**src/rtl/hardwired_control_unit.sv**
```systemverilog
// Hardwired fetch/execute sequencer: walks T0..T6 and drives the datapath strobes and one-hot ALU op.
// Build option CU_MEM_WAIT_EN: T1 is held until mem_ready is sampled high (default build: T1 is one cycle).
module hardwired_control_unit #(
    parameter bit RESET_TO_HALT = 1'b0
) (
    input  logic        clk,
    input  logic        reset,
    input  logic [31:0] ir,
    input  logic        stop,
    input  logic        go,
    input  logic        mem_ready,
    output logic [15:0] Rout,
    output logic [15:0] Rin,
    output logic        PCout,
    output logic        PCin,
    output logic        IncPC,
    output logic        MARin,
    output logic        MDRin,
    output logic        MDRout,
    output logic        Read,
    output logic        IRin,
    output logic        Yin,
    output logic        Zin,
    output logic        Zlowout,
    output logic        Zhighout,
    output logic        HIin,
    output logic        LOin,
    output logic [12:0] alu_op,
    output logic        running,
    output logic        illegal
);

    typedef enum logic [3:0] {
        S_RESET,
        S_HALT,
        S_T0,
        S_T1,
        S_T2,
        S_T3,
        S_T4,
        S_T5,
        S_T6
    } state_e;

    typedef enum logic [1:0] {
        C_ALU3,
        C_MULDIV,
        C_UNARY,
        C_ILLEGAL
    } op_class_e;

    localparam logic [4:0] OP_ADD  = 5'b00011;
    localparam logic [4:0] OP_SUB  = 5'b00100;
    localparam logic [4:0] OP_SHR  = 5'b00101;
    localparam logic [4:0] OP_SHRA = 5'b00110;
    localparam logic [4:0] OP_SHL  = 5'b00111;
    localparam logic [4:0] OP_ROR  = 5'b01000;
    localparam logic [4:0] OP_ROL  = 5'b01001;
    localparam logic [4:0] OP_AND  = 5'b01010;
    localparam logic [4:0] OP_OR   = 5'b01011;
    localparam logic [4:0] OP_DIV  = 5'b01111;
    localparam logic [4:0] OP_MUL  = 5'b10000;
    localparam logic [4:0] OP_NEG  = 5'b10001;
    localparam logic [4:0] OP_NOT  = 5'b10010;

    localparam int unsigned A_AND  = 0;
    localparam int unsigned A_OR   = 1;
    localparam int unsigned A_ADD  = 2;
    localparam int unsigned A_SUB  = 3;
    localparam int unsigned A_MUL  = 4;
    localparam int unsigned A_DIV  = 5;
    localparam int unsigned A_SHR  = 6;
    localparam int unsigned A_SHRA = 7;
    localparam int unsigned A_SHL  = 8;
    localparam int unsigned A_ROR  = 9;
    localparam int unsigned A_ROL  = 10;
    localparam int unsigned A_NEG  = 11;
    localparam int unsigned A_NOT  = 12;

    state_e      state_q, state_d;
    logic        running_q, running_d;
    logic        illegal_q, illegal_d;

    op_class_e   op_class;
    logic [12:0] alu_onehot;
    logic [4:0]  opcode;
    logic [15:0] sel_ra, sel_rb, sel_rc;
    state_e      last_next;

    assign opcode = ir[31:27];
    assign sel_ra = 16'd1 << ir[26:23];
    assign sel_rb = 16'd1 << ir[22:19];
    assign sel_rc = 16'd1 << ir[18:15];

    // Low IR bits carry immediates for other instruction formats; this unit never looks at them.
    logic unused_ir_bits;
    assign unused_ir_bits = ^ir[14:0];

    always_comb begin
        // NOTE: every signal written here gets a default first, so no path leaves one unassigned (no latch).
        op_class   = C_ILLEGAL;
        alu_onehot = '0;
        case (opcode)
            OP_ADD:  begin op_class = C_ALU3;   alu_onehot[A_ADD]  = 1'b1; end
            OP_SUB:  begin op_class = C_ALU3;   alu_onehot[A_SUB]  = 1'b1; end
            OP_SHR:  begin op_class = C_ALU3;   alu_onehot[A_SHR]  = 1'b1; end
            OP_SHRA: begin op_class = C_ALU3;   alu_onehot[A_SHRA] = 1'b1; end
            OP_SHL:  begin op_class = C_ALU3;   alu_onehot[A_SHL]  = 1'b1; end
            OP_ROR:  begin op_class = C_ALU3;   alu_onehot[A_ROR]  = 1'b1; end
            OP_ROL:  begin op_class = C_ALU3;   alu_onehot[A_ROL]  = 1'b1; end
            OP_AND:  begin op_class = C_ALU3;   alu_onehot[A_AND]  = 1'b1; end
            OP_OR:   begin op_class = C_ALU3;   alu_onehot[A_OR]   = 1'b1; end
            OP_DIV:  begin op_class = C_MULDIV; alu_onehot[A_DIV]  = 1'b1; end
            OP_MUL:  begin op_class = C_MULDIV; alu_onehot[A_MUL]  = 1'b1; end
            OP_NEG:  begin op_class = C_UNARY;  alu_onehot[A_NEG]  = 1'b1; end
            OP_NOT:  begin op_class = C_UNARY;  alu_onehot[A_NOT]  = 1'b1; end
            default: ;
        endcase
    end

    // The final T-state of every instruction samples stop to choose between the next fetch and HALT.
    assign last_next = stop ? S_HALT : S_T0;

    always_comb begin
        state_d = state_q;
        case (state_q)
            S_RESET: state_d = RESET_TO_HALT ? S_HALT : S_T0;
            S_HALT:  if (go && !stop && !illegal_q) state_d = S_T0;
            S_T0:    state_d = S_T1;
`ifdef CU_MEM_WAIT_EN
            S_T1:    if (mem_ready) state_d = S_T2;
`else
            S_T1:    state_d = S_T2;
`endif
            S_T2:    state_d = S_T3;
            S_T3:    state_d = (op_class == C_ILLEGAL) ? S_HALT : S_T4;
            S_T4:    state_d = (op_class == C_UNARY) ? last_next : S_T5;
            S_T5:    state_d = (op_class == C_ALU3) ? last_next : S_T6;
            S_T6:    state_d = last_next;
            default: state_d = S_RESET;
        endcase
    end

`ifndef CU_MEM_WAIT_EN
    logic unused_mem_ready;
    assign unused_mem_ready = mem_ready;
`endif

    assign running_d = (state_d != S_RESET) && (state_d != S_HALT);
    assign illegal_d = illegal_q || ((state_q == S_T3) && (op_class == C_ILLEGAL));

    always_ff @(posedge clk or negedge reset) begin
        // NOTE: state registers use non-blocking assignment so every flop samples pre-edge values.
        if (!reset) begin
            state_q   <= S_RESET;
            running_q <= 1'b0;
            illegal_q <= 1'b0;
        end else begin
            state_q   <= state_d;
            running_q <= running_d;
            illegal_q <= illegal_d;
        end
    end

    assign running = running_q;
    assign illegal = illegal_q;

    // Strobes are decoded from state_q and the live IR rather than pre-registered: IR is loaded on the
    // same edge that enters T3, so its fields are not known one cycle early.
    always_comb begin
        Rout     = '0;
        Rin      = '0;
        alu_op   = '0;
        PCout    = 1'b0;
        PCin     = 1'b0;
        IncPC    = 1'b0;
        MARin    = 1'b0;
        MDRin    = 1'b0;
        MDRout   = 1'b0;
        Read     = 1'b0;
        IRin     = 1'b0;
        Yin      = 1'b0;
        Zin      = 1'b0;
        Zlowout  = 1'b0;
        Zhighout = 1'b0;
        HIin     = 1'b0;
        LOin     = 1'b0;
        case (state_q)
            S_T0: begin
                PCout = 1'b1;
                MARin = 1'b1;
                IncPC = 1'b1;
                PCin  = 1'b1;
            end
            S_T1: begin
                Read  = 1'b1;
                MDRin = 1'b1;
            end
            S_T2: begin
                MDRout = 1'b1;
                IRin   = 1'b1;
            end
            S_T3: begin
                case (op_class)
                    C_ALU3:   begin Rout = sel_rb; Yin = 1'b1; end
                    C_MULDIV: begin Rout = sel_ra; Yin = 1'b1; end
                    C_UNARY:  begin Rout = sel_rb; alu_op = alu_onehot; Zin = 1'b1; end
                    default:  ;
                endcase
            end
            S_T4: begin
                case (op_class)
                    C_ALU3:   begin Rout = sel_rc; alu_op = alu_onehot; Zin = 1'b1; end
                    C_MULDIV: begin Rout = sel_rb; alu_op = alu_onehot; Zin = 1'b1; end
                    C_UNARY:  begin Zlowout = 1'b1; Rin = sel_ra; end
                    default:  ;
                endcase
            end
            S_T5: begin
                case (op_class)
                    C_ALU3:   begin Zlowout = 1'b1; Rin = sel_ra; end
                    C_MULDIV: begin Zlowout = 1'b1; LOin = 1'b1; end
                    default:  ;
                endcase
            end
            S_T6: begin
                if (op_class == C_MULDIV) begin
                    Zhighout = 1'b1;
                    HIin     = 1'b1;
                end
            end
            default: ;
        endcase
    end

endmodule
```
**config.mk**
```make
export PLATFORM = sky130hd
export DESIGN_NAME = hardwired_control_unit
export DESIGN_NICKNAME = d
export VERILOG_FILES = /design/src/rtl/hardwired_control_unit.sv
export SDC_FILE = /design/constraint.sdc
export NUM_CORES = 1
export LEC_CHECK = 0
export CORE_MARGIN = 3
export CORE_UTILIZATION = 38
export CTS_BUF_LIST = sky130_fd_sc_hd__clkbuf_8 sky130_fd_sc_hd__clkbuf_16
export DETAILED_ROUTE_END_ITERATION = 16
export GPL_ROUTABILITY_DRIVEN = 0
export PLACE_DENSITY_LB_ADDON = 0.15
export SETUP_SLACK_MARGIN = 0.02
export SKIP_CTS_REPAIR_TIMING = 1
export SYNTH_ARGS = -nofsm -noshare
export SYNTH_HDL_FRONTEND = slang
export SYNTH_SLANG_ARGS = --single-unit
```
**constraint.sdc**
```tcl
create_clock -name clk -period 2.7 [get_ports clk]
set_clock_uncertainty 0.05 [all_clocks]
set_input_delay 0.27 -clock clk [delete_from_list [all_inputs] [get_ports clk]]
set_output_delay 0.27 -clock clk [all_outputs]
set_load 0.05 [all_outputs]
```
Word level (Yosys, flattened, before mapping)
Index checks and enable logic that the tools add are counted.
{"block": "classes", "addsub": 0, "multipliers": 0, "n_div": 0, "n_lt_le_gt_ge": 0, "n_eq_ne": 25, "shift": 3, "mux": 40, "bitwise_logic": 0, "reduce_logical": 15}
{"cell": "$pmux 16 s2", "count": 4}
{"cell": "$shl 1x4->16 const A", "count": 3}
{"cell": "$pmux 4 s9", "count": 1}
{"cell": "$mux 16", "count": 2}
{"cell": "$mux 13", "count": 2}
{"cell": "$pmux 13 s2", "count": 1}
{"cell": "$eq 5x4->1 const B", "count": 5}
{"cell": "$mux 1", "count": 22}
{"cell": "$eq 5x3->1 const B", "count": 4}
{"cell": "$eq 4x3->1 const B", "count": 4}
{"cell": "$eq 5x5->1 const B", "count": 3}
{"cell": "$reduce_or 9->1", "count": 1}
{"cell": "$eq 4x2->1 const B", "count": 2}
{"cell": "$mux 4", "count": 2}
{"cell": "$reduce_or 2->1", "count": 4}
{"cell": "$mux 3", "count": 2}
{"cell": "$pmux 2 s3", "count": 1}
{"cell": "$eq 5x2->1 const B", "count": 1}
{"cell": "$eq 2x2->1 const B", "count": 2}
{"cell": "$eq 4x1->1 const B", "count": 1}
{"cell": "$eq 4x4->1 const B", "count": 1}
{"cell": "$logic_and 1x1->1", "count": 4}
{"cell": "$logic_not 4->1", "count": 1}
{"cell": "$ne 4x1->1 const B", "count": 1}
{"cell": "other kinds (7)", "count": 9}
{"block": "totals", "ff_bits": 6, "latch_bits": 0, "ram_bits": 0, "rom_bits": 0, "in_bits": 37, "out_inout_bits": 61, "memories": 0}

Depth between registers and ports, before layout
Gate-level depths: netlist of run 1.
{"block": "depth", "ltp_word": 8, "mapped_depth": 8, "mapped_depth_nobuf": 5}

Worst setup path before layout of run 1
No wires, ideal clock.
{"block": "synth_path", "path_kind": "register -> output", "startpoint": "register state_q[1]", "endpoint": "output port MARin", "t_arrival_ps": 3099, "t_required_ps": 2380, "path_slack_ps": -719, "stages_incl_launch_ff": 5, "path_cell_list": "dfrtp_1 -> clkbuf_1 -> clkbuf_1 -> nor4b_1 -> buf_4"}
{"block": "synth_via", "elab_chain_len": 2}
{"item": "start, declared", "line": "80", "rtl": "state_e state_q, state_d;"}
{"item": "start signal, assigned", "line": "159", "rtl": "state_q <= state_d;"}
{"item": "$eq 4x2->1"}
{"item": "$mux 1"}
{"item": "end, declared", "line": "17", "rtl": "output logic MARin,"}
Every way passes these cells.

Final worst setup path of run 1
{"block": "layout_path", "startpoint": "input port ir[30]", "endpoint": "output port Rout[4]"}
{"block": "layout_via", "elab_chain_len": 7, "elab_cells_between_ends": 24, "cone_classes": "eq/ne: 15; mux: 4; reduce/logical: 5"}
{"item": "start, declared", "line": "8", "rtl": "input logic [31:0] ir,"}
{"item": "$eq 5x4->1 (tied with other cells)", "line": "103", "rtl": "case (opcode)"}
{"item": "$reduce_or 9->1 (no line) / $reduce_or 2->1 (equally long branches)"}
{"item": "$pmux 2 s3 *", "line": "103"}
{"item": "$eq 2x2->1 / $logic_not 2->1 (equally long branches)", "line": "204, 212"}
{"item": "$reduce_or 2->1 (no line)"}
{"item": "$pmux 16 s2", "line": "204", "rtl": "case (op_class)"}
{"item": "$pmux 16 s2 *", "line": "188", "rtl": "case (state_q)"}
{"item": "end, declared", "line": "12", "rtl": "output logic [15:0] Rout,"}
Mark *: on every way between the ends. The rest lies on a longest branch, timed or not.

==> results.json, run 1 <==
{
  "run_status": "completed",
  "die_w_microns": 70.2,
  "path_class": "input port to primary output",
  "wirelength_microns": 8020,
  "layout.nets": 400,
  "io_buffers": 81,
  "grt_pass1_wl_microns": 11400,
  "irDropWorstVdd_uv": 929,
  "drtIter0Drc": 439,
  "cts_htree_levels": 1,
  "dp.cells": 402,
  "holdWs_ns": 0.244,
  "drc_errors": 0,
  "initial_utilization": 0.409,
  "final_common_cell": "buf_12",
  "crit_fanout": 4,
  "vias": 2648,
  "mostFrequentLayoutCells": "50 x buf_12, 48 x buf_4, 34 x nor2_1",
  "fin_cells": 409,
  "grtUsageTotal": 0.276,
  "fillers": 176,
  "worst_setup_path_end_kind": "primary output",
  "switching_share": 0.550,
  "max_freq_ghz": 0.371,
  "worstPathArrival_ns": 2.37,
  "period_share": 0.997,
  "start_kind": "input port",
  "synth_cell_types": 48,
  "ys_warn_count": 0,
  "maxSlewHeadroom": 0.577,
  "area_growth_pct": 120,
  "clk_latency_ns": 0.22,
  "total_power_mw": 1.35,
  "dieArea_sq_um": 4930,
  "synth_edf_count": 0,
  "numCtsBuffers": 3,
  "cts_sinks": 6,
  "synthArstFlopShare": 1.00,
  "die_y_microns": 70.2,
  "comb_power_share": 0.736,
  "ioPinCount": 98,
  "maxCapViolations": 0,
  "cp_data_required_time_ns": 2.38,
  "p_leak_nw": 1.25,
  "cts_tree": "yes",
  "rows": 22,
  "grt_max_degree": 18,
  "ys_seq_area_frac": 0.0959,
  "syn_inst": 254,
  "ant_nets": 0,
  "drive_above_1_share": 0.416,
  "fin_crit_ns": 2.69,
  "powerDensity_nw_per_um2": 393,
  "gr-total-overflow": 0,
  "power_switching_mw": 0.742,
  "hp-class": "input port to asynchronous set/reset pin",
  "hold_violations": 0,
  "clockRootBuffer": "clkbuf_8",
  "place_hpwl_microns": 5550,
  "synth_ff_type": "dfrtp_1",
  "grt_pass1_vias": 2386,
  "rr_worst_depth": 5,
  "synth_fp_nets": 291,
  "vias_per_cell": 6.47,
  "p_int_mw": 0.609,
  "clk_pin_slew_ns": 0.04,
  "p_clk_frac": 0.097,
  "core_sq_um": 3830,
  "sequentialPowerShare": 0.168,
  "drt_first_pass_iters": 6,
  "rsz0062_at_grt": "yes",
  "antenna_cells": 0,
  "grt_antenna_before_repair": 0,
  "synth_seq_cells": 6,
  "rrSetupSlack_ns": 0.79,
  "setup-violations-final": 0,
  "wire_per_inst_microns": 19.6,
  "worst_slew_pin_slew_ns": 0.632,
  "syn_area_sq_um": 1570,
  "drv_slew": 0,
  "synth.avg_cell_area_sq_um": 6.16,
  "cts.path.max_buffers": 2
}
==> cells in the mapped netlist, types with 4 or more instances <==
cell type	count	area (sq um)
nand3_1	12	60.1
o221ai_1	9	78.8
dfrtp_1	6	150
nor4_1	7	43.8
buf_4	6	45.0
nand3b_1	6	45.0
nor2_1	41	154
a21oi_1	13	65.1
nor3_1	15	75.1
a221o_1	5	50.1
nor2b_1	8	50.1
clkbuf_1	13	48.8
o22ai_1	9	56.3
nand2_1	29	109
nand2b_1	16	100
inv_1	4	15.0
o21ai_0	4	20.0
==> kinds of logic after synthesis <==
logic type / share of synthesized area
flops: 0.0959
simple gates: 0.496
compound gates: 0.322
buf+inv: 0.0863
==> cell type report <==
cell class,count,area [sq um],share of cell area
clock buffers,3,41.3,0.0120
inverters,4,15.0,0.00437
multi-input cells,219,1480,0.432
flip-flops and latches,6,153,0.0444
well taps,48,60.1,0.0175
repair buffers,129,1680,0.490
==> through the flow <==
stage / cell area [sq um] / setup slack, ns / util / TNS, ns
final: 3440 / 0.00715 / 0.898 / 0
after global placement: 3190 / -0.0622 / 0.833 / -0.293
after CTS: 3230 / -0.125 / 0.844 / -1.19
after detailed placement: 3190 / -0.114 / 0.833 / -0.909
after global routing: 3440 / -0.0694 / 0.898 / -0.0694
after floorplan: 1610 / 0.0543 / - / 0
==> critical path, stage by stage <==
cell	delay (ns)
clkdlybuf4s50_1	0.44
or3b_4	0.43
buf_4	0.16
o32ai_2	0.10
buf_4	0.20
nand2_1	0.09
o31ai_1	0.25
a221o_1	0.27
buf_12	0.15
==> power groups by stage <==
| stage | Sequential (mW) | Clock, mW | Combinational [mW] |
|---|---|---|---|
| 6_report | 0.226 | 0.131 | 0.994 |
| 3_5_place_dp | 0.219 | 0 | 0.944 |
| 5_1_grt | 0.236 | 0.137 | 1.04 |
| 4_1_cts | 0.218 | 0.133 | 0.950 |
| 3_3_place_gp | 0.215 | 0 | 0.913 |
| 2_1_floorplan | 0.164 | 0 | 0.671 |
==> sequential cells by signal, summed over array words and instances, names as in the netlist <==
signal   count
state_q      4
running      1
illegal      1
==> routing by layer <==
layer  wire, microns  part of all wire  GRT usage  vias up
li1                -                 -          -     1165
met5               0                 0          0        -
met2            3800              0.47      0.471      225
met4             286             0.036     0.0468        0
met3            1000              0.12     0.0633       46
met1            2930              0.37      0.357     1212
==> path summary, 6_finish.rpt <==
check,startpoint,endpoint
worst max-delay path,ir[30],Rout[4]
worst min-delay path,reset,state_q[0]
worst max register to register,state_q[2],running
worst min register to register,illegal,illegal
max in group asynchronous,reset,state_q[1]
min in group clk,illegal,illegal
Power figures use the tool's default switching activity.
==> run 2, diff against run 1 <==
--- a/config.mk
+++ b/config.mk
@@ -7,7 +7,8 @@
 export LEC_CHECK = 0
 export CORE_MARGIN = 3
 export CORE_UTILIZATION = 38
-export CTS_BUF_LIST = sky130_fd_sc_hd__clkbuf_8 sky130_fd_sc_hd__clkbuf_16
+export CTS_BUF_LIST = sky130_fd_sc_hd__clkbuf_2
+export CTS_CLUSTER_SIZE = 10
 export DETAILED_ROUTE_END_ITERATION = 16
 export GPL_ROUTABILITY_DRIVEN = 0
 export PLACE_DENSITY_LB_ADDON = 0.15
==> results.json, run 2 (synthesis results as in run 1) <==
{
  "power_switching_mw": 0.748,
  "clk_pin_slew_ns": 0.06,
  "cts.path.max_buffers": 2,
  "rsz0062_at_grt": "yes",
  "max_freq_ghz": 0.373,
  "hold_violations": 0,
  "rows": 22,
  "cp_data_required_time_ns": 2.38,
  "final_common_cell": "buf_12",
  "die_w_microns": 70.2,
  "crit_chain": "clkdlybuf4s50_1 -> or3b_4 -> buf_4 -> o32ai_2 -> buf_4 -> nand2_1 -> o31ai_1 -> a221o_1 -> buf_12",
  "place_hpwl_microns": 5550,
  "path_class": "input port to primary output",
  "crit_fanout": 4,
  "p_clk_frac": 0.046,
  "drtIter0Drc": 468,
  "maxSlewHeadroom": 0.612,
  "core_sq_um": 3830,
  "crit_top_cell": "buf_4",
  "worstPathArrival_ns": 2.36,
  "numCtsBuffers": 3,
  "setup-violations-final": 0,
  "largest_register": "state_q",
  "holdWs_ns": 0.236,
  "drc_errors": 0,
  "grtUsageTotal": 0.272,
  "wire_per_inst_microns": 19.2,
  "comb_power_share": 0.778,
  "p_int_mw": 0.554,
  "crit_buf_inv": 4,
  "hp-class": "input port to asynchronous set/reset pin",
  "die_y_microns": 70.2,
  "grt_pass1_vias": 2384,
  "vias": 2704,
  "cts_htree_levels": 1,
  "layout.nets": 400,
  "start_kind": "input port",
  "dieArea_sq_um": 4930,
  "drt_first_pass_iters": 7,
  "crit_family": "buffers and inverters",
  "cts_sinks": 6,
  "run_status": "completed",
  "io_buffers": 81,
  "drive_above_1_share": 0.421,
  "vias_per_cell": 6.61,
  "crit_cells": 9,
  "drv_slew": 0,
  "cpPeakStageDelay_ns": 0.44,
  "clk_latency_ns": 0.22,
  "worst_setup_path_end_kind": "primary output",
  "mostFrequentLayoutCells": "50 x buf_12, 48 x buf_4, 34 x nor2_1",
  "grt_antenna_before_repair": 0,
  "area_growth_pct": 118,
  "grt_pass1_wl_microns": 11200,
  "gr-total-overflow": 0,
  "sequentialPowerShare": 0.176,
  "ant_nets": 0,
  "fin_cells": 409,
  "antenna_cells": 0,
  "worst_slew_pin_slew_ns": 0.582,
  "largest_register_ff_count": 4,
  "powerDensity_nw_per_um2": 381,
  "rr_worst_depth": 5,
  "cts_tree": "yes",
  "regArea_sq_um": 154,
  "p_leak_nw": 1.24,
  "clockRootBuffer": "clkbuf_2",
  "grt_max_degree": 18,
  "tns_ns": 0,
  "initial_utilization": 0.409,
  "fillers": 183,
  "wirelength_microns": 7840,
  "maxCapViolations": 0,
  "dp.cells": 402,
  "fin_crit_ns": 2.68,
  "period_share": 0.994,
  "ioPinCount": 98,
  "multi_input_area_sq_um": 1490,
  "switching_share": 0.575,
  "irDropWorstVdd_uv": 791,
  "cp_slowest_cell": "clkdlybuf4s50_1"
}
run 2: path summary, 6_finish.rpt:
kind                       slack, ns  startpoint         end
max                             0.02      ir[30]     Rout[4]
min                             0.24       reset  state_q[3]
max reg2reg                     0.77  state_q[2]     running
min reg2reg                     0.47     illegal     illegal
max in group asynchronous       2.13       reset  state_q[1]
min in group clk                0.47     illegal     illegal
run 2: stage by stage:
step,area (sq um),utilization,setup WS (ns),power [mW]
after floorplan,1610,-,0.0543,0.836
final,3420,0.894,0.0157,1.30
after global routing,3420,0.894,-0.0693,1.37
after CTS,3200,0.837,-0.125,1.23
after global placement,3190,0.833,-0.0622,1.13
after detailed placement,3190,0.833,-0.114,1.16
run 2: cell type report:
| cell class | count | share of cell area |
|---|---|---|
| well taps | 48 | 0.0176 |
| repair buffers | 129 | 0.492 |
| flip-flops and latches | 6 | 0.0450 |
| inverters | 4 | 0.00439 |
| multi-input cells | 219 | 0.437 |
| clock buffers | 3 | 0.00439 |
run 2: layer usage:
layer	vias to the layer above	GRT usage	part of all wire
li1	1167	-	-
met1	1225	0.354	0.37
met2	246	0.462	0.46
met3	66	0.0518	0.12
met4	0	0.0596	0.043
met5	-	0	0
run 2: power by group through the flow:
stage	clock network (mW)	logic [mW]	registers, mW
global placement	0	0.913	0.215
global route	0.0678	1.06	0.241
floorplan	0	0.671	0.164
CTS	0.0630	0.948	0.217
finish	0.0602	1.01	0.229
detailed placement	0	0.944	0.219
==> run 3, diff against run 2 <==
--- a/config.mk
+++ b/config.mk
@@ -6,12 +6,13 @@
 export NUM_CORES = 1
 export LEC_CHECK = 0
 export CORE_MARGIN = 3
-export CORE_UTILIZATION = 38
+export CORE_UTILIZATION = 58
 export CTS_BUF_LIST = sky130_fd_sc_hd__clkbuf_2
 export CTS_CLUSTER_SIZE = 10
 export DETAILED_ROUTE_END_ITERATION = 16
+export DONT_BUFFER_PORTS = 1
 export GPL_ROUTABILITY_DRIVEN = 0
-export PLACE_DENSITY_LB_ADDON = 0.15
+export PLACE_DENSITY = 0.84
 export SETUP_SLACK_MARGIN = 0.02
 export SKIP_CTS_REPAIR_TIMING = 1
 export SYNTH_ARGS = -nofsm -noshare
==> results.json, run 3 (synthesis results as in run 1) <==
{
  "crit_family": "simple AND/OR/NAND/NOR gates",
  "period_share": 0.969,
  "path_class": "flop to primary output",
  "tns_ns": 0,
  "hp-class": "input port to flop",
  "clk_pin_slew_ns": 0.05,
  "mostFrequentLayoutCells": "62 x buf_4, 40 x nor2_1, 29 x nand2_1",
  "run_status": "completed",
  "ant_nets": 0,
  "initial_utilization": 0.621,
  "crit_fanout": 7,
  "die_y_microns": 58.0,
  "drt_first_pass_iters": 6,
  "drc_errors": 0,
  "cts_tree": "yes",
  "crit_chain": "nor2b_1 -> nand3b_1 -> or3_1 -> o221ai_1 -> buf_4",
  "grt_max_degree": 16,
  "regArea_sq_um": 150,
  "rows": 18,
  "drive_above_1_share": 0.284,
  "largest_register": "state_q",
  "vias": 2359,
  "worstPathArrival_ns": 2.30,
  "drv_slew": 0,
  "antenna_cells": 0,
  "wire_per_inst_microns": 17.8,
  "worst_setup_path_end_kind": "primary output",
  "clk_latency_ns": 0.21,
  "cts_sinks": 6,
  "start_kind": "flop",
  "rsz0062_at_grt": "no",
  "largest_register_ff_count": 4,
  "fin_crit_ns": 2.62,
  "layout.nets": 338,
  "hold_violations": 0,
  "gr-total-overflow": 0,
  "final_common_cell": "buf_4",
  "worst_slew_pin_slew_ns": 0.743,
  "clockRootBuffer": "clkbuf_2",
  "ioPinCount": 98,
  "finalWorstSetupSlack_ns": 0.0832,
  "drtIter0Drc": 319,
  "grt_antenna_before_repair": 0,
  "place_hpwl_microns": 4500,
  "cts.path.max_buffers": 2,
  "maxCapViolations": 0,
  "io_buffers": 0,
  "dieArea_sq_um": 3360,
  "irDropWorstVdd_uv": 966,
  "max_freq_ghz": 0.382,
  "cts_htree_levels": 1,
  "p_leak_nw": 0.792,
  "grt_pass1_vias": 2087,
  "cp_data_required_time_ns": 2.38,
  "die_w_microns": 58.0,
  "maxSlewHeadroom": 0.501,
  "cp_slowest_cell": "or3_1",
  "numCtsBuffers": 3,
  "setup-violations-final": 0,
  "fillers": 168,
  "wirelength_microns": 5860,
  "grt_pass1_wl_microns": 9450,
  "multi_input_area_sq_um": 1360,
  "grtUsageTotal": 0.346,
  "vias_per_cell": 7.17,
  "area_growth_pct": 36.1,
  "crit_buf_inv": 1,
  "dp_slack_ns": 0.365,
  "powerDensity_nw_per_um2": 540,
  "core_sq_um": 2520,
  "cpPeakStageDelay_ns": 0.55
}
run 3: cell types whose count changed in the layout (fill, tap and decap cells not counted), sizes merged:
cell and delta:
buf -33, dlygate4sd3 +1, dlymetal6s2s -4, clkdlybuf4s50 -26
run 3: per-layer routing:
| metal | GRT usage | wire length [microns] | up-vias |
|---|---|---|---|
| met3 | 0.0468 | 830 | 45 |
| met1 | 0.458 | 2030 | 1024 |
| met4 | 0.139 | 231 | 0 |
| met2 | 0.568 | 2770 | 239 |
| met5 | 0 | 0 | - |
| li1 | - | - | 1051 |
run 3: cell type report:
class | instances | area share
multi-input cells | 219 | 0.638
well taps | 30 | 0.0176
repair buffers | 67 | 0.260
inverters | 4 | 0.00705
clock buffers | 3 | 0.00705
flip-flops and latches | 6 | 0.0705
run 3: path summary, 6_finish.rpt:
| check | slack (ns) | depth (start not counted) | start | to |
|---|---|---|---|---|
| setup / recovery | 0.08 | 5 | state_q[3] | Rout[9] |
| hold / removal | 0.16 | 2 | stop | state_q[0] |
| setup reg to reg | 0.67 | 6 | state_q[2] | running |
| hold reg to reg | 0.68 | 3 | state_q[3] | state_q[0] |
| max in group asynchronous | 2.08 | 1 | reset | state_q[2] |
| min in group asynchronous | 0.31 | 1 | reset | state_q[0] |
run 3: through the flow:
| stage | hold WS, ns | cell area, sq um | total power [mW] | instances | utilization |
|---|---|---|---|---|---|
| 2_1_floorplan | -0.0756 | 1610 | 0.836 | 254 | - |
| 3_3_place_gp | -0.0755 | 2090 | 1.03 | 325 | 0.830 |
| 3_5_place_dp | -0.0755 | 2090 | 1.06 | 325 | 0.830 |
| 4_1_cts | -0.294 | 2110 | 1.12 | 328 | 0.836 |
| 5_1_grt | 0.166 | 2130 | 1.20 | 329 | 0.845 |
| 6_report | 0.164 | 2130 | 1.15 | 329 | 0.845 |
run 3: worst register-to-register path, cell delays in order (launching register included):
cell and delay (ns):
dfrtp_1 0.40, nor2b_1 0.19, nand3b_1 0.27, buf_4 0.28
a211o_1 0.12, o2111ai_1 0.16, a2111o_1 0.43
run 3: where the power goes:
group | internal [mW] | switching [mW] | leakage [nW] | total [mW]
clock network | 0.0300 | 0.0268 | 0.0125 | 0.0568
registers | 0.126 | 0.0581 | 0.0693 | 0.184
logic | 0.300 | 0.609 | 0.710 | 0.909
total | 0.456 | 0.694 | 0.792 | 1.15
==> edit 1 (settings of run 3) <==
Make the reset (`reset`) synchronous in one clocked block.
--- a/src/rtl/hardwired_control_unit.sv
+++ b/src/rtl/hardwired_control_unit.sv
@@ -150,5 +150,5 @@
     assign illegal_d = illegal_q || ((state_q == S_T3) && (op_class == C_ILLEGAL));
 
-    always_ff @(posedge clk or negedge reset) begin
+    always_ff @(posedge clk) begin
         // NOTE: state registers use non-blocking assignment so every flop samples pre-edge values.
         if (!reset) begin
Check against the original RTL: differs if reset is asserted again (counterexample within 4 cycles, from zero or initial values and one cycle with reset low); with reset held inactive, the same outputs for 10 cycles.
==> edit 1 against run 3 <==
  * Synthesized area increased by 0.72%
  * Non-clock buffer count shrank 14
  * Sequential cell count unchanged
  * Power decreased by 31%
  * Setup slack improved by 0.10 ns
  * Cell area decreased by 9.3%
  * Maximum frequency is 4.1% higher
  * Register-to-register slack lost 0.11 ns
  * Routed wire length down 5.9%
  * Critical path type unchanged
==> edit 1: results (changes against run 3) <==
WL met2=2490 microns (was 2770 microns); M1 GR Usage=0.389 (was 0.458); Max IR drop VDD=872 uV (was 966 uV); Hold Crit Endpoint=illegal (was state_q[0]); crit path max fanout=9 (was 7); worst hold start=reset (was stop); # placed instances=318 (was 325); Synth Flop Type=dfxtp_1 (was dfrtp_1); largest cells by area after synthesis=nor3_1 10%, o221ai_1 8.9%, nor2_1 8.6% (was nor2_1 9.8%, dfrtp_1 9.6%, nand2_1 7.0%); Worst Reg-to-Reg Cells=5 (was 6); beginning of the worst register-to-register path=state_q[2] (unchanged); Syn Area/Cell=6.16 sq um (about the same); dpl cell area=1920 sq um (was 2090 sq um); outcome=completed (unchanged); sequential area share after synthesis=0.0762 (was 0.0959); CP peak stage delay=0.51 ns (was 0.55 ns); crit share post-route=0.931 (was 0.969); met3 usage=0.0735 (was 0.0468); leakage=0.704 nW (was 0.792 nW); Multi-input gate area=1330 sq um (was 1360 sq um); grt met2 use=0.487 (was 0.568); WP data arrival=2.19 ns (was 2.30 ns); DR vias/cell=6.99 (was 7.17); RR Endpoint=running (unchanged); CTS clk-pin slew, worst paths=0.07 ns (was 0.05 ns); layout cells sized above 1=0.247 (was 0.284); 1st-iter DRT viols=267 (was 319); Hold/Removal Path Class=input pin to flip-flop (unchanged); WHS Path Cells=1 (was 2); Worst Tran Pin Value=1.00 ns (was 0.743 ns); metal1 wirelength=1970 microns (was 2030 microns); first-pass GRT wire length=8400 microns (was 9450 microns); Critical Path End=Rout[13] (was Rout[9]); drt wl/cell=17.2 microns (was 17.8 microns); CP max stage cell=dfxtp_1 (was or3_1); worst hold slack=0.154 ns (was 0.164 ns); nets@finish=330 (was 338); Syn Nets=293 (was 291); GRT Util Overall=0.305 (was 0.346); reg-to-reg setup timing slack=0.56 ns (was 0.67 ns); # fillers=187 (was 168); HPWL Detailed=4210 microns (was 4500 microns)
-- edit 1: final cells by class --
cell class | count | area share
clock buffers | 3 | 0.00777
inverters | 6 | 0.0117
multi-input cells | 223 | 0.687
flip-flops and latches | 6 | 0.0628
well taps | 30 | 0.0194
repair buffers | 53 | 0.212
-- edit 1: logic make-up (layout without fill, tap and decap cells) --
| group | after synthesis | after routing |
|---|---|---|
| simple gates | 159 | 159 |
| compound gates | 63 | 63 |
| buf+inv | 27 | 62 |
| flops | 6 | 6 |
| xor+xnor | 1 | 1 |
-- edit 1: power by group through the flow --
| stage | Sequential (mW) | Clock (mW) | Combinational, mW |
|---|---|---|---|
| floorplan | 0.163 | 0 | 0.507 |
| global placement | 0.197 | 0 | 0.513 |
| detailed placement | 0.199 | 0 | 0.521 |
| CTS | 0.197 | 0.0673 | 0.523 |
| global route | 0.207 | 0.0719 | 0.568 |
| finish | 0.202 | 0.0618 | 0.531 |
==> edit 2 (settings of run 3) <==
Made on the original files. `RESET_TO_HALT`: 1'b0 -> 1'b1.
--- a/src/rtl/hardwired_control_unit.sv
+++ b/src/rtl/hardwired_control_unit.sv
@@ -2,5 +2,5 @@
 // Build option CU_MEM_WAIT_EN: T1 is held until mem_ready is sampled high (default build: T1 is one cycle).
 module hardwired_control_unit #(
-    parameter bit RESET_TO_HALT = 1'b0
+    parameter bit RESET_TO_HALT = 1'b1
 ) (
     input  logic        clk,
Check against the original RTL: not equivalent (Yosys sat finds a counterexample within 4 cycles, from zero or initial values and one cycle with reset low).
==> edit 2 against run 3 <==
  * Synthesized area decreased by 2.7%
  * Routed wire length is 2.9% higher
  * Sequential cell count unchanged
  * Die area shrank 2.4%
  * Cell area is 6.5% lower
  * Via count decreased by 3.6%
  * Setup slack improved by 0.063 ns
  * Global-route usage grew 1.3 points
  * Non-clock buffer count fell by 5
  * Power fell by 32%
  * Largest cell class unchanged
==> edit 2: results (changes against run 3) <==
outcome=completed (unchanged); CTS Buf Count=3 (unchanged); CTS clk-pin slew, worst paths=0.07 ns (was 0.05 ns); Place WS=0.241 ns (was 0.365 ns); HPWL Detailed=4440 microns (was 4500 microns); drt pass-1 iters=7 (was 6); initial antenna violation count=0 (unchanged); vias in the first global route=2073 (was 2087); crit path max fanout=15 (was 7); largest cells by area after synthesis=dfrtp_1 9.9%, nor2_1 9.9%, nand2_1 8.6% (was nor2_1 9.8%, dfrtp_1 9.6%, nand2_1 7.0%); dpl cell area=1960 sq um (was 2090 sq um); sequential area share after synthesis=0.0986 (was 0.0959); Commonest cells post-synth=40 x nor2_1, 35 x nand2_1, 14 x nor3_1 (was 41 x nor2_1, 29 x nand2_1, 16 x nand2b_1); clk buf depth=2 (unchanged); Yosys cell types=53 (was 48); # fillers=129 (was 168); Vias=2273 (was 2359); Syn Nets=277 (was 291); grt ovf=0 (unchanged); max reg flops=4 (unchanged); Detail Route Antenna Nets=0 (unchanged); 1st-iter DRT viols=215 (was 319); nets@finish=319 (was 338); Max IR drop VDD=581 uV (was 966 uV); first-pass GRT wire length=9510 microns (was 9450 microns); layout cells sized above 1=0.314 (was 0.284); WP data arrival=2.23 ns (was 2.30 ns); diodes inserted=0 (unchanged); # placed instances=304 (was 325); Syn Area/Cell=6.34 sq um (was 6.16 sq um); Rel. slew slack=0.496 (was 0.501); leakage=0.755 nW (was 0.792 nW); drt wl/cell=19.6 microns (was 17.8 microns); largest area contributor in the netlist=dfrtp_1 (was nor2_1); # H-tree levels=1 (unchanged); Multi-input gate area=1290 sq um (was 1360 sq um); largest net degree at the start of global routing=16 (unchanged); Total Wirelength=6030 microns (was 5860 microns); Skew-Pair Late Insertion Delay=0.23 ns (was 0.21 ns); GRT Util Overall=0.359 (was 0.346); CP max stage cell=o32a_1 (was or3_1)
edit 2: cell count changes after synthesis, moves of 6 or more:
cell | run 3 | this run
nor3b_1 | 0 | 6
nand2_1 | 29 | 35
nand3_1 | 12 | 3
nand2b_1 | 16 | 7
o22ai_1 | 9 | 1
edit 2: metal layers:
metal	vias up	track usage	part of all wire
met5	-	0	0
met4	0	0.169	0.061
met3	67	0.0860	0.16
met2	269	0.582	0.43
met1	972	0.446	0.34
li1	965	-	-
edit 2: worst paths after layout:
path,slack [ns],depth (start not counted),start,end
min,0.13,1,stop,state_q[1]
min in group asynchronous,0.29,1,reset,state_q[1]
min reg2reg,0.70,2,state_q[3],state_q[2]
max in group asynchronous,2.08,1,reset,state_q[0]
max reg2reg,0.84,5,state_q[2],running
max,0.15,6,ir[30],Rout[14]
edit 2: final cells by class:
| type | count | area share |
|---|---|---|
| clock buffer | 3 | 0.00753 |
| inverter | 1 | 0.00188 |
| multi-input combinational | 208 | 0.646 |
| sequential | 6 | 0.0760 |
| tap | 28 | 0.0176 |
| timing repair buffer | 62 | 0.251 |
edit 2: power by group:
group          leakage [nW]  internal, mW  total, mW  switching (mW)
combinational         0.672         0.173      0.521           0.348
sequential           0.0706         0.119      0.192          0.0724
clock                0.0125        0.0302     0.0647          0.0345
edit 2: cells by family (layout without fill, tap and decap cells):
family	count (synthesis)	count (layout)	synth area share
and+or+nand+nor	146	146	0.506
AOI/OAI and AO/OA	61	61	0.297
buffers and inverters	26	66	0.0920
DFF	6	6	0.0986
xor gates and xnor gates	1	1	0.00575
edit 2: critical path: cells and delay by family:
family / cells / cell delay [ns]
buf+inv: 1 / 0.24
simple gates: 2 / 0.74
compound gates: 3 / 0.96
